**config.mk**
```make
export PLATFORM = sky130hd
export DESIGN_NAME = vsync_gen
export DESIGN_NICKNAME = d
export VERILOG_FILES = /design/src/rtl/vsync_gen.sv
export SDC_FILE = /design/constraint.sdc
export NUM_CORES = 1
export LEC_CHECK = 0
export CAP_MARGIN = 20
export CORE_MARGIN = 2
export CORE_UTILIZATION = 51
export DETAILED_ROUTE_END_ITERATION = 8
export GPL_ROUTABILITY_DRIVEN = 0
export PLACE_DENSITY = 0.8
export SYNTH_ARGS = -nofsm -noshare
export SYNTH_HDL_FRONTEND = slang
export SYNTH_SLANG_ARGS = --single-unit
```
**constraint.sdc**
```tcl
create_clock -name Clk -period 3.1 [get_ports Clk]
set_clock_uncertainty 0.15 [all_clocks]
set_input_delay 0.465 -clock Clk [delete_from_list [all_inputs] [get_ports Clk]]
set_output_delay 0.465 -clock Clk [all_outputs]
set_load 0.05 [all_outputs]
```
**src/rtl/vsync_gen.sv**
```systemverilog
// Vertical timing generator: counts lines on end-of-line strobes and decodes
// blank/sync/draw-done, plus cell row/line tracking and frame strobes for the maze renderer.
module vsync_gen #(
   parameter int V_ACTIVE = 480,
   parameter int V_FP     = 10,
   parameter int V_SYNC   = 2,
   parameter int V_BP     = 33,
   parameter bit SYNC_POL = 1'b0,
   parameter int CNT_W    = 10
) (
   input  logic             Clk,
   input  logic             Rst,
   input  logic             i_LineEnd,
   input  logic [5:0]       i_PixelSize,
   output logic             vblank,
   output logic             vsync_out,
   output logic [CNT_W-1:0] vPos,
   output logic             vDrawDone,
   output logic [9:0]       o_CellRow,
   output logic [5:0]       o_CellLine,
   output logic             o_FrameStart,
   output logic [7:0]       o_FrameCnt
);

   localparam int V_TOTAL = V_ACTIVE + V_FP + V_SYNC + V_BP;
   localparam logic [31:0] ACT_END  = 32'(V_ACTIVE);
   localparam logic [31:0] SYNC_BEG = 32'(V_ACTIVE + V_FP);
   localparam logic [31:0] SYNC_END = 32'(V_ACTIVE + V_FP + V_SYNC);
   localparam logic [31:0] LAST     = 32'(V_TOTAL - 1);

   logic [CNT_W-1:0] vcnt_q, vcnt_d;
   logic [5:0]       sz_q, sz_d;
   logic [9:0]       cell_row_q, cell_row_d;
   logic [5:0]       cell_line_q, cell_line_d;
   logic             frame_start_q, frame_start_d;
   logic [7:0]       frame_cnt_q, frame_cnt_d;

   // Decoding is done at 32 bits so the sync end bound cannot alias when V_TOTAL == 2^CNT_W.
   logic [31:0] vcnt_w, vnext_w;
   assign vcnt_w  = 32'(vcnt_q);
   assign vnext_w = vcnt_w + 32'd1;

   always_comb begin
      vcnt_d        = vcnt_q;
      sz_d          = sz_q;
      cell_row_d    = cell_row_q;
      cell_line_d   = cell_line_q;
      frame_start_d = 1'b0;
      frame_cnt_d   = frame_cnt_q;
      if (i_LineEnd) begin
         if (vcnt_w == LAST) begin
            vcnt_d        = '0;
            sz_d          = (i_PixelSize == 6'd0) ? 6'd1 : i_PixelSize;
            cell_row_d    = '0;
            cell_line_d   = '0;
            frame_start_d = 1'b1;
            frame_cnt_d   = frame_cnt_q + 8'd1;
         end else begin
            vcnt_d = CNT_W'(vnext_w);
            // Cell outputs freeze through blanking so the last visible cell stays addressed.
            if (vnext_w < ACT_END) begin
               if (cell_line_q == sz_q - 6'd1) begin
                  cell_line_d = '0;
                  cell_row_d  = cell_row_q + 10'd1;
               end else begin
                  cell_line_d = cell_line_q + 6'd1;
               end
            end
         end
      end
   end

   always_ff @(posedge Clk or negedge Rst) begin
      if (!Rst) begin
         vcnt_q        <= '0;
         sz_q          <= 6'd1;
         cell_row_q    <= '0;
         cell_line_q   <= '0;
         frame_start_q <= 1'b0;
         frame_cnt_q   <= '0;
      end else begin
         vcnt_q        <= vcnt_d;
         sz_q          <= sz_d;
         cell_row_q    <= cell_row_d;
         cell_line_q   <= cell_line_d;
         frame_start_q <= frame_start_d;
         frame_cnt_q   <= frame_cnt_d;
      end
   end

   assign vPos         = vcnt_q;
   assign vblank       = (vcnt_w >= ACT_END);
   assign vDrawDone    = (vcnt_w == ACT_END - 32'd1);
   assign vsync_out    = ((vcnt_w >= SYNC_BEG) && (vcnt_w < SYNC_END)) ? SYNC_POL : ~SYNC_POL;
   assign o_CellRow    = cell_row_q;
   assign o_CellLine   = cell_line_q;
   assign o_FrameStart = frame_start_q;
   assign o_FrameCnt   = frame_cnt_q;

endmodule

```
==> run summary, run 1 <==
Status: complete, no violations
Layout filler cell count: 347
Mapped Area: 0.00224 mm^2
Die Y: 70.3 um
Clk buf depth: 2
Drt initial violations: 117
Clock Pin Slew Worst Setup and Hold Paths: 0.09 ns
Power Total: 1.97 mW
R2R Path End: o_CellRow[7]
Largest net degree at the start of global routing: 42
Num CTS Buffers: 5
IO Pins: 47
H-tree depth: 2
Final setup TNS: 0 ns
Vias per inst: 5.72
#FFs+latches synth: 41
Core area: 0.00429 mm^2
Final Setup Violations: 0
Ys flop type: dfrtp_1
Final antenna-violating net count: 0
Die area: 0.00494 mm^2
Hold crit path type: in -> async
Placed cells: 334
Area delta synth->final: 29.8%
Synth warn: 0
Commonest cells after routing, fill and taps aside: 44 x clkdlybuf4s50_1, 43 x nand2_1, 40 x dfrtp_1
Die width: 70.3 um
Power per Cell Area: 678 mW/mm^2
Synth Instances: 235
Overall routed net length: 5130 um
Starting Density: 0.522
Slew margin rel.: 0.388
Area occupied by multi-input gates: 0.00116 mm^2
CTS sink count: 41
Bufs and invs on worst path: 1
Leading area contributor after synthesis: dfrtp_1
Worst flop-to-flop path startpoint: sz_q[0]
Ant. Diodes: 0
GR Util met3: 0.0519
Drt pass-1 iters: 4
Max incr delay on CP: 0.83 ns
DRC errors left: 0
Slew Limit Fails: 0
R2R depth: 8
Vias in the first global route: 1,869
Met2 usage: 0.343
CTS tree: built
VDD IR-drop max: 365 uV
Syn nets: 250
Ys async rst share: 1.00
Routed wire per std cell: 15.0 um
Detailed placer's ending HPWL: 3630 um
Final std cells w/o fill: 342
PortBufs: 46
Setup crit start kind: flop
Final period utilization: 0.947
Kind of critical path: reg -> out
Max-Cap Viols: 0
Vias: 1,955
Mapped Avg Cell Area: 9.54 um^2
Slowest-stage cell, CP: clkdlybuf4s50_1
Seq/Total Area, Yosys: 0.458
Root Driver: clkbuf_8
Initial antenna violation count: 0
GRT Max-Usage Layer: met2
Tot GR Track Use: 0.218
Synth cell types: 48
Crit path capture type: output pin
Final hold violations: 0
Top cell type's share of synthesized area: 0.446
Layout cells sized above 1: 0.100
Worst Path Required: 2.48 ns
CP cell instances: ha_1, nand4_1, nor3_1, clkdlybuf4s50_1
Largest cells by area after synthesis: dfrtp_1 45%, nand2_1 7.2%, xnor2_1 5.1%
Grt met1 use: 0.288
Reg-to-reg setup timing slack: 0.17 ns
EDFF count, synth: 0
Worst slew pin tran: 0.919 ns
Unrepaired setup endpoints after global routing: false
Setup Buffers After CTS: 0
Storage cell area: 0.00103 mm^2
Total gr overflow: 0
Crit path max fanout: 6
CP top delay family: buffers and inverters
First-pass GRT wire length: 8600 um
Most common cell after layout, fill and taps aside: clkdlybuf4s50_1
Hold-fix buffers, CTS: 0
Achievable Freq: 341 MHz
Arr. time, crit path: 2.32 ns
P_leak: 1.23 nW
Final nets: 304
Row Count: 24
Worst skew pair latency: 0.30 ns
Final min period: 2.94 ns
## area by class of cell
| type | instances | share of cell area |
|---|---|---|
| Clock buffer | 6 | 0.0284 |
| Clock inverter | 2 | 0.0129 |
| Inverter | 8 | 0.0103 |
| Multi-Input combinational cell | 181 | 0.400 |
| Sequential cell | 41 | 0.353 |
| Tap cell | 52 | 0.0224 |
| Timing Repair Buffer | 52 | 0.173 |
## sequential cells by signal (all words and copies together) (netlist names)
signal        cells
o_FrameStart      1
o_CellLine        6
o_FrameCnt        8
sz_q              6
vPos             10
o_CellRow        10
## logic make-up after synthesis
family	synth area share
AO/OA/AOI/OAI	0.139
XOR/XNOR	0.0764
adder cells (fa/ha/maj)	0.0335
buffers and inverters	0.0251
flip-flops	0.458
multiplexers	0.0190
AND/OR/NAND/NOR	0.249
## metal layers
layer  vias up  share of wire
met5         -              0
met4         0          0.012
met3         6          0.040
met2        58           0.49
met1       943           0.46
li1        948              -
## where the power goes
| part | switching (mW) | leakage (nW) | internal (mW) |
|---|---|---|---|
| clock network | 0.192 | 0.0574 | 0.262 |
| registers | 0.133 | 0.539 | 0.612 |
| logic | 0.487 | 0.633 | 0.289 |
| total | 0.812 | 1.23 | 1.16 |
## worst max path at each step
stage / to / slack (ns) / cells after the start / start
final: vDrawDone / 0.16 / 4 / vPos[1]
after global routing: vDrawDone / 0.03 / 4 / vPos[0]
after CTS: vsync_out / 0.01 / 3 / vPos[4]
after detailed placement: o_CellRow[7] / 0.19 / 8 / sz_q[0]
after global placement: o_CellRow[7] / 0.31 / 8 / sz_q[0]
after floorplan: o_FrameCnt[7] / 0.09 / 9 / vPos[0]
## synthesized netlist by cell type (2+ instances only)
library cell,number
a21o_1,3
a21oi_1,6
a22o_1,4
and3_1,5
clkbuf_1,3
dfrtp_1,40
ha_1,6
inv_1,7
mux2_2,2
mux2i_1,2
nand2_1,43
nand2b_1,4
nand3_1,8
nand4_1,6
nor2_1,13
nor3_1,9
nor4_1,2
o21ai_0,16
o31ai_1,2
or2_2,2
or3_1,7
or4_1,3
or4b_2,2
xnor2_1,13
xor2_1,4
## metrics by stage
step | cell area (um^2) | hold WS, ns | worst slack, ns | util
CTS | 2900 | 0.171 | 0.0137 | 0.676
floorplan | 2240 | 0.0194 | 0.0880 | -
global placement | 2780 | 0.313 | 0.306 | 0.648
global route | 2910 | 0.215 | 0.0270 | 0.678
detailed placement | 2780 | 0.315 | 0.190 | 0.648
finish | 2910 | 0.152 | 0.163 | 0.678
## timing repair
action	in CTS	in global routing
setup endpoints to repair	0	3
resized for setup	0	2
endpoints found under the hold margin	0	0
Note: power is estimated with default switching activity, not from simulation.
==> inputs of run 2 (changes only) <==
--- a/config.mk
+++ b/config.mk
@@ -10,6 +10,7 @@
 export CORE_UTILIZATION = 51
 export DETAILED_ROUTE_END_ITERATION = 8
 export GPL_ROUTABILITY_DRIVEN = 0
+export HOLD_SLACK_MARGIN = 0.05
 export PLACE_DENSITY = 0.8
 export SYNTH_ARGS = -nofsm -noshare
 export SYNTH_HDL_FRONTEND = slang
==> results of run 2 <==
Same layout as run 1: the final DEF is identical, and so are final timing and power.
